**src/rtl/neuron_output_collector.sv**
```systemverilog
`default_nettype none
// ============================================================================
// Module   : neuron_output_collector
// Purpose  : Adds bias (+optional ReLU) to accumulator sums and packs them
//            into an output vector handed downstream via valid/ready.
// Revision : 1.0 - initial release
// ============================================================================
module neuron_output_collector #(
  parameter int N           = 32,
  parameter int Q           = 15,
  parameter int MAX_NEURONS = 16,
  parameter int RELU_EN     = 1
) (
  input  logic                               clk,
  input  logic                               rst,
  input  logic                               start,
  input  logic [$clog2(MAX_NEURONS+1)-1:0]   num_neurons,
  input  logic                               in_valid,
  output logic                               in_ready,
  input  logic [N-1:0]                       in_sum,
  input  logic [N-1:0]                       in_bias,
  output logic                               out_valid,
  input  logic                               out_ready,
  output logic [MAX_NEURONS*N-1:0]           out_vec,
  output logic [$clog2(MAX_NEURONS+1)-1:0]   out_count,
  output logic                               busy,
  output logic                               sat_flag
);

  localparam int CW = $clog2(MAX_NEURONS+1);

  if (Q > N - 1) begin : g_q_check
    $error("Q must not exceed the magnitude width N-1");
  end

  typedef enum logic [1:0] {
    S_IDLE    = 2'd0,
    S_COLLECT = 2'd1,
    S_DONE    = 2'd2
  } state_e;

  state_e                   state_q, state_d;
  logic [CW-1:0]            target_q, target_d;
  logic [CW-1:0]            count_q, count_d;
  logic [MAX_NEURONS*N-1:0] vec_q, vec_d;
  logic                     sat_q, sat_d;

  logic          w_a_sgn, w_b_sgn, w_r_sgn, w_sat;
  logic [N-2:0]  w_a_mag, w_b_mag, w_r_mag;
  logic [N-1:0]  w_mag_sum, w_res;
  logic [CW-1:0] w_count_inc;

  assign w_a_sgn     = in_sum[N-1];
  assign w_a_mag     = in_sum[N-2:0];
  assign w_b_sgn     = in_bias[N-1];
  assign w_b_mag     = in_bias[N-2:0];
  assign w_count_inc = count_q + 1'b1;

  // Sign-magnitude add; the carry out of the magnitude sum flags saturation.
  always_comb begin
    w_mag_sum = {1'b0, w_a_mag} + {1'b0, w_b_mag};
    w_sat     = 1'b0;
    w_r_sgn   = w_a_sgn;
    w_r_mag   = '0;
    if (w_a_sgn == w_b_sgn) begin
      if (w_mag_sum[N-1]) begin
        w_r_mag = '1;
        w_sat   = 1'b1;
      end else begin
        w_r_mag = w_mag_sum[N-2:0];
      end
    end else if (w_a_mag >= w_b_mag) begin
      w_r_mag = w_a_mag - w_b_mag;
    end else begin
      w_r_mag = w_b_mag - w_a_mag;
      w_r_sgn = w_b_sgn;
    end
    if (w_r_mag == '0) w_r_sgn = 1'b0;
    w_res = ((RELU_EN != 0) && w_r_sgn) ? '0 : {w_r_sgn, w_r_mag};
  end

  always_comb begin
    state_d  = state_q;
    target_d = target_q;
    count_d  = count_q;
    vec_d    = vec_q;
    sat_d    = sat_q;
    case (state_q)
      S_IDLE: begin
        if (start) begin
          if (num_neurons == '0 || num_neurons > CW'(MAX_NEURONS))
            target_d = CW'(MAX_NEURONS);
          else
            target_d = num_neurons;
          vec_d   = '0;
          count_d = '0;
          sat_d   = 1'b0;
          state_d = S_COLLECT;
        end
      end
      S_COLLECT: begin
        if (in_valid) begin
          for (int k = 0; k < MAX_NEURONS; k++) begin
            if (count_q == CW'(k)) vec_d[k*N +: N] = w_res;
          end
          count_d = w_count_inc;
          if (w_sat) sat_d = 1'b1;
          if (w_count_inc == target_q) state_d = S_DONE;
        end
      end
      S_DONE: begin
        if (out_ready) state_d = S_IDLE;
      end
      default: state_d = S_IDLE;
    endcase
  end

  always_ff @(posedge clk) begin
    if (rst) begin
      state_q  <= S_IDLE;
      target_q <= '0;
      count_q  <= '0;
      vec_q    <= '0;
      sat_q    <= 1'b0;
    end else begin
      state_q  <= state_d;
      target_q <= target_d;
      count_q  <= count_d;
      vec_q    <= vec_d;
      sat_q    <= sat_d;
    end
  end

  assign in_ready  = (state_q == S_COLLECT);
  assign out_valid = (state_q == S_DONE);
  assign busy      = (state_q != S_IDLE);
  assign out_vec   = vec_q;
  assign out_count = count_q;
  assign sat_flag  = sat_q;

endmodule
`default_nettype wire

```
**config.mk**
```make
export PLATFORM = sky130hd
export DESIGN_NAME = neuron_output_collector
export DESIGN_NICKNAME = d
export VERILOG_FILES = /design/src/rtl/neuron_output_collector.sv
export SDC_FILE = /design/constraint.sdc
export NUM_CORES = 1
export LEC_CHECK = 0
export BUFFER_PORTS_ARGS = -buffer_cell sky130_fd_sc_hd__clkbuf_2
export CORE_MARGIN = 5
export CORE_UTILIZATION = 49
export CTS_CLUSTER_DIAMETER = 50
export DETAILED_ROUTE_END_ITERATION = 7
export PLACE_DENSITY = 0.83
export SLEW_MARGIN = 20
export SYNTH_ARGS = -nofsm -noshare
export SYNTH_HDL_FRONTEND = slang
export SYNTH_SLANG_ARGS = --single-unit
```
**constraint.sdc**
```tcl
create_clock -name clk -period 3.4 [get_ports clk]
set_input_delay 0.34 -clock clk [delete_from_list [all_inputs] [get_ports clk]]
set_output_delay 0.34 -clock clk [all_outputs]
set_load 0.01 [all_outputs]
```
==> results.toml, run 1 <==
[die]
dieArea_um2 = 55000
pin_count = 595
dieWidth_um = 235
num_rows = 82
core_um2 = 50100
start_util = 0.494
die_h_um = 235

[synthesis]
synth_common_cells = "dfxtp_1, o21ai_0, nand2_1"
synth_ff_type = "dfxtp_1"
yosysMostFrequentCell = "dfxtp_1"
synth.area.top_cells = "dfxtp_1, nand3b_1, o21ai_0, a21oi_1, ha_1"
postSynthAreaPerCell_um2 = 8.48
synth-xor-area-share = 0.0145
yosys.area_share.simple = 0.198
yosysSeqAreaShare = 0.412
yosys_warnings = 0
ys_types = 87
synth_compound_area_frac = 0.252
synth_fa_ha_area_frac = 0.0526
ys_seq_elements = 509
synth-edff-count = 0
synth_cells = 2915
synthArstFlopShare = 0
synth_top_family_by_area = "compound AO/OA/AOI/OAI gates"
muxShareOfSynthArea = 0.00446
syn-cell-area_um2 = 24700
synth_area_leader_cell = "dfxtp_1"
synthDominantCellAreaShare = 0.412

[cells_and_area]
drive_gt1_frac = 0.315
syn2layout_area_growth_pct = 33.3
fin_nets = 3905
fill_cells = 4096
multi_input_area_um2 = 13100
final_cell_area_um2 = 32900
final_cells = 4438
seqCellArea_um2 = 10200

[clock_network]
htree_levels = 2
cts_buffer_depth = 3
clock-sinks = 509
clk_pin_slew_worst_paths_ns = 0.07
clock_latency_ns = 0.62
root_buffer = "clkbuf_16"
cts_inserted_buffers = 52
cts_tree = "yes"

[timing]
min_period_over_period = 0.987
slew_viol_final = 0
tightest_slew_ns = 1.13
setup-violations-final = 0
hold_violations = 0
timing.hold.ws_ns = 0.0307
period_minus_slack_ns = 3.36
fin_skew_ns = 0.0302
setup_ws_ns = 0.0436
max_freq_mhz = 298
grt_setup_unrepaired = "no"
relSlewSlack = 0.244

[worst_setup_path]
worst-path-max-fanout = 16
r2r_end = "out_vec[48]$_SDFFE_PP0P_"
r2r-start = "state_q[1]$_SDFFE_PP0P_"
end_kind = "flop"
critPathArrivalTime_ns = 3.89
critPathLaunchType = "input pin"
setup.worst_path.class = "input pin to flop"
cp.required_ns = 3.93
r2r_cells = 7
r2r_slack_ns = 0.41

[hold_path]
hold_path_end = "target_q[1]$_SDFFE_PP0P_"
hold_path.class = "input pin to flop"
hold_start = "num_neurons[1]"
hold_depth = 3

[pwr]
peakVddDrop_mv = 0.428
cellLeakagePower_nw = 14.2
powerDensity_nw_per_um2 = 503

[placed_design]
port_buffers = 578
dpl_cell_area_um2 = 31200
place_inst = 4345
dp_hpwl_um = 78800
place_ws_ns = -0.499
gp_congestion = 1.03

[route]
vias = 27000
wl_per_cell_um = 24.1
drt_iter0_markers = 2957
routed_wl_um = 107000
remaining_drc_errors = 0
ant_nets = 0
drtPass1Iterations = 6
via_per_inst = 6.09

[job]
max-cap-violations = 0

[global_routing]
grt_usage = 0.363
grt_pass1_vias = 25400
overflow = 0
grt_max_degree = 157
antenna_found_initial = 1
grt_pass1_wl_um = 155000

[outcome]
status = "completed"
## through the flow
step / utilization / setup TNS, ns / power [mW]
detailed placement: 0.623 / -136.00 / 10.8
floorplan: - / 0 / 8.50
global route: 0.658 / 0 / 17.1
global placement: 0.623 / -123.39 / 10.8
finish: 0.658 / 0 / 16.6
CTS: 0.657 / 0 / 16.5
## worst max-delay path by stage
stage	start	to	slack [ns]
after floorplan	in_sum[0]	out_vec[410]$_SDFFE_PP0P_	0.11
after global placement	in_sum[0]	out_vec[26]$_SDFFE_PP0P_	-0.40
after detailed placement	in_sum[10]	out_vec[254]$_SDFFE_PP0P_	-0.50
after CTS	in_sum[10]	out_vec[222]$_SDFFE_PP0P_	0.12
after global routing	in_sum[28]	out_vec[506]$_SDFFE_PP0P_	0.01
final	in_sum[0]	out_vec[26]$_SDFFE_PP0P_	0.04
## state kept, by name, indices dropped and copies added, names as in the netlist
| signal | count |
|---|---|
| out_vec | 496 |
| out_count | 5 |
| target_q | 5 |
| state_q | 2 |
| sat_flag | 1 |
## repair_timing
item	in CTS	in global routing
hold buffers	1	0
hold endpoints to repair	1	0
setup endpoints to repair	0	19
setup buffers	0	1
gates resized for setup	0	3
## per-layer routing
metal	vias up	global-route usage	wire length [um]	part of all wire
li1	12000	-	-	-
met1	12900	0.452	40100	0.37
met2	1693	0.597	49000	0.46
met3	383	0.0808	11100	0.10
met4	0	0.179	6820	0.064
met5	-	0	0	0
## cell families after synthesis
logic type,Yosys count
mux,11
buf+inv,367
compound gates,996
other cells,1
flops,509
simple gates,888
fa+ha+maj,102
xor+xnor,41
## cell type report
| type | instances | area share |
|---|---|---|
| antenna | 2 | 0.000152 |
| clock buffer | 75 | 0.0455 |
| clock inverter | 14 | 0.00627 |
| inverter | 98 | 0.0112 |
| multi-input combinational | 2054 | 0.399 |
| sequential | 509 | 0.309 |
| tap | 672 | 0.0255 |
| timing repair buffer | 1014 | 0.203 |
## cell usage in the layout, fill, tap and decap left out, drive strengths merged, types with 11 or more instances in the layout
master,n
clkbuf,652
dfxtp,509
buf,436
o21ai,375
nand2,311
nand3b,308
a21oi,302
o211ai,114
inv,102
ha,99
nor2,80
nand3,66
o31ai,36
xnor2,36
nand4,22
nor3,22
or3,20
a21o,19
o22ai,17
a221oi,17
conb,16
a211oi,13
o21a,12
o21bai,12
nor4,12
a31oi,11
mux2i,11
## worst max-delay path: stages
cell       delay (ns)
clkbuf_2         0.09
buf_4            0.13
ha_1             0.23
fa_1             0.42
nor2b_1          0.18
o311ai_2         0.29
a21oi_1          0.14
or4_4            0.54
o2111ai_1        0.28
buf_4            0.20
o21ai_1          0.15
a221oi_4         0.37
buf_12           0.21
o211ai_1         0.12
a21oi_1          0.19
## power by group
group / total [mW] / internal [mW] / switching [mW]
registers: 6.32 / 6.18 / 0.138
logic: 4.52 / 1.63 / 2.89
clock network: 5.73 / 3.30 / 2.43
total: 16.6 / 11.1 / 5.46
No activity file was read; power rests on OpenSTA's default activity.
==> run 2, diff against run 1 <==
--- a/config.mk
+++ b/config.mk
@@ -12,4 +12,4 @@
 export DETAILED_ROUTE_END_ITERATION = 7
+export GPL_TIMING_DRIVEN = 0
 export PLACE_DENSITY = 0.83
-export SLEW_MARGIN = 20
 export SYNTH_ARGS = -nofsm -noshare
--- a/constraint.sdc
+++ b/constraint.sdc
@@ -3,2 +3,2 @@
 set_output_delay 0.34 -clock clk [all_outputs]
-set_load 0.01 [all_outputs]
+set_load 0.05 [all_outputs]
==> results.toml, run 2 (same netlist as run 1, synthesis figures left out) <==
[timing]
relSlewSlack = 0.133
max_freq_mhz = 290
fin_skew_ns = 0.0397
grt_setup_unrepaired = "yes"
setup_ws_ns = -0.0502
setup-violations-final = 8
slew_viol_final = 0
period_minus_slack_ns = 3.45
tightest_slew_ns = 1.30
min_period_over_period = 1.01
hold_violations = 0
tns_ns = -0.166

[worst_setup_path]
worst-path-max-fanout = 10
r2r_cells = 10
end_kind = "flop"
setup.worst_path.class = "input pin to flop"
r2r-start = "state_q[0]$_SDFFE_PP0P_"
r2r_end = "out_vec[503]$_SDFFE_PP0P_"
cp.required_ns = 3.93
critPathLaunchType = "input pin"
critPathArrivalTime_ns = 3.98
r2r_slack_ns = 0.14

[clock_network]
root_buffer = "clkbuf_16"
clock-sinks = 509
clk_pin_slew_worst_paths_ns = 0.06
cts_inserted_buffers = 57
cts_tree = "yes"
htree_levels = 2
clock_latency_ns = 0.64
cts_buffer_depth = 3

[hold_path]
hold_path.class = "input pin to flop"
hold_start = "out_ready"
hold_path_end = "state_q[1]$_SDFFE_PP0P_"
hold_depth = 4

[route]
routed_wl_um = 112000
vias = 27400
ant_nets = 0
via_per_inst = 6.31
drtPass1Iterations = 8
remaining_drc_errors = 0
wl_per_cell_um = 25.9
drt_iter0_markers = 3485

[cells_and_area]
drive_gt1_frac = 0.265
largest_register_ffs = 496
final_common_cell = "clkbuf_2"
most-common-layout-cells = "clkbuf_2, dfxtp_1, o21ai_0"
fin_nets = 3790
syn2layout_area_growth_pct = 28.0
final_util = 0.632

[global_routing]
grt_usage = 0.379
grt_max_degree = 17
overflow = 0
antenna_found_initial = 2
grt_pass1_vias = 24800
grt_pass1_wl_um = 159000

[placed_design]
place_ws_ns = -2.00
port_buffers = 578
dp_hpwl_um = 82500
gp_congestion = 1.06

[die]
core_um2 = 50100
pin_count = 595
start_util = 0.494
dieWidth_um = 235
dieArea_um2 = 55000
die_h_um = 235
num_rows = 82

[outcome]
failed_checks = "setup timing"
status = "finished with violations"

[pwr]
peakVddDrop_mv = 0.448
powerDensity_nw_per_um2 = 563
cellLeakagePower_nw = 13.1

[job]
max-cap-violations = 0
[run 2: changes by cell type in the layout (fill, tap and decap cells not counted), moves of 6 or more]
cell	change
a21oi_1	-6
buf_1	+6
buf_12	-39
buf_2	+38
buf_4	-326
buf_6	+14
clkbuf_1	+139
clkbuf_16	+7
clkbuf_2	+26
clkbuf_4	+14
o22ai_2	-11
o22ai_4	+11
[run 2: report_power, final]
part           internal [mW]  switching (mW)  total, mW
combinational           1.24            3.68       4.93
clock                   3.86            2.68       6.53
sequential              6.18           0.154       6.34
[run 2: layout make-up]
type,count,area [um2]
clock inverters,27,397
repair buffers,626,3320
clock buffers,77,1590
well taps,672,841
plain buffers,268,1390
multi-input cells,2054,13500
diodes,2,5.00
fillers,4297,18400
inverters,98,368
flip-flops and latches,509,10200
[run 2: metrics by stage]
stage               instances  hold slack [ns]  area [um2]  power [mW]
floorplan                2930            0.444       24800        9.18
global placement         4180            0.436       28500        10.7
detailed placement       4180            0.445       28500        10.8
CTS                      4307          0.00984       31200        17.5
global route             4331           0.0680       31600        18.2
finish                   4333           0.0385       31600        17.8
[run 2: critical path: stages]
cell and delay (ns):
clkbuf_2 0.11, inv_1 0.05, ha_1 0.36, buf_1 0.48, nand2_1 0.18, o21ai_0 0.54, a211oi_1 0.16, o31ai_1 0.46
a21o_1 0.18, o21ai_0 0.14, a221oi_4 0.41, buf_4 0.24, o211ai_1 0.16, a21oi_1 0.16
[run 2: worst max path at each step]
stage,start,end,slack (ns),cells past startpoint
floorplan,in_sum[0],out_vec[410]$_SDFFE_PP0P_,0.11,12
global placement,in_sum[11],out_vec[271]$_SDFFE_PP0P_,-1.97,15
detailed placement,in_sum[11],out_vec[175]$_SDFFE_PP0P_,-2.00,15
CTS,in_sum[6],out_vec[359]$_SDFFE_PP0P_,0.002,15
global route,in_sum[28],out_vec[254]$_SDFFE_PP0P_,-0.10,14
finish,in_sum[24],out_vec[477]$_SDFFE_PP0P_,-0.05,14
[run 2: repair_timing]
item / 4_1_cts / 5_1_grt
hold endpoints to repair: 4 / 0
gates cloned: 0 / 1
buffers inserted: 20 / 23
pin swaps: 17 / 18
endpoints found under the setup margin: 474 / 374
gates resized for setup: 104 / 82
hold buffers: 4 / 0
[run 2: routing by layer]
layer,GRT usage,up-vias,share of wire
met5,0,-,0.00037
met4,0.246,2,0.084
met3,0.0936,518,0.12
met2,0.590,2109,0.43
met1,0.468,12900,0.36
li1,-,11800,-
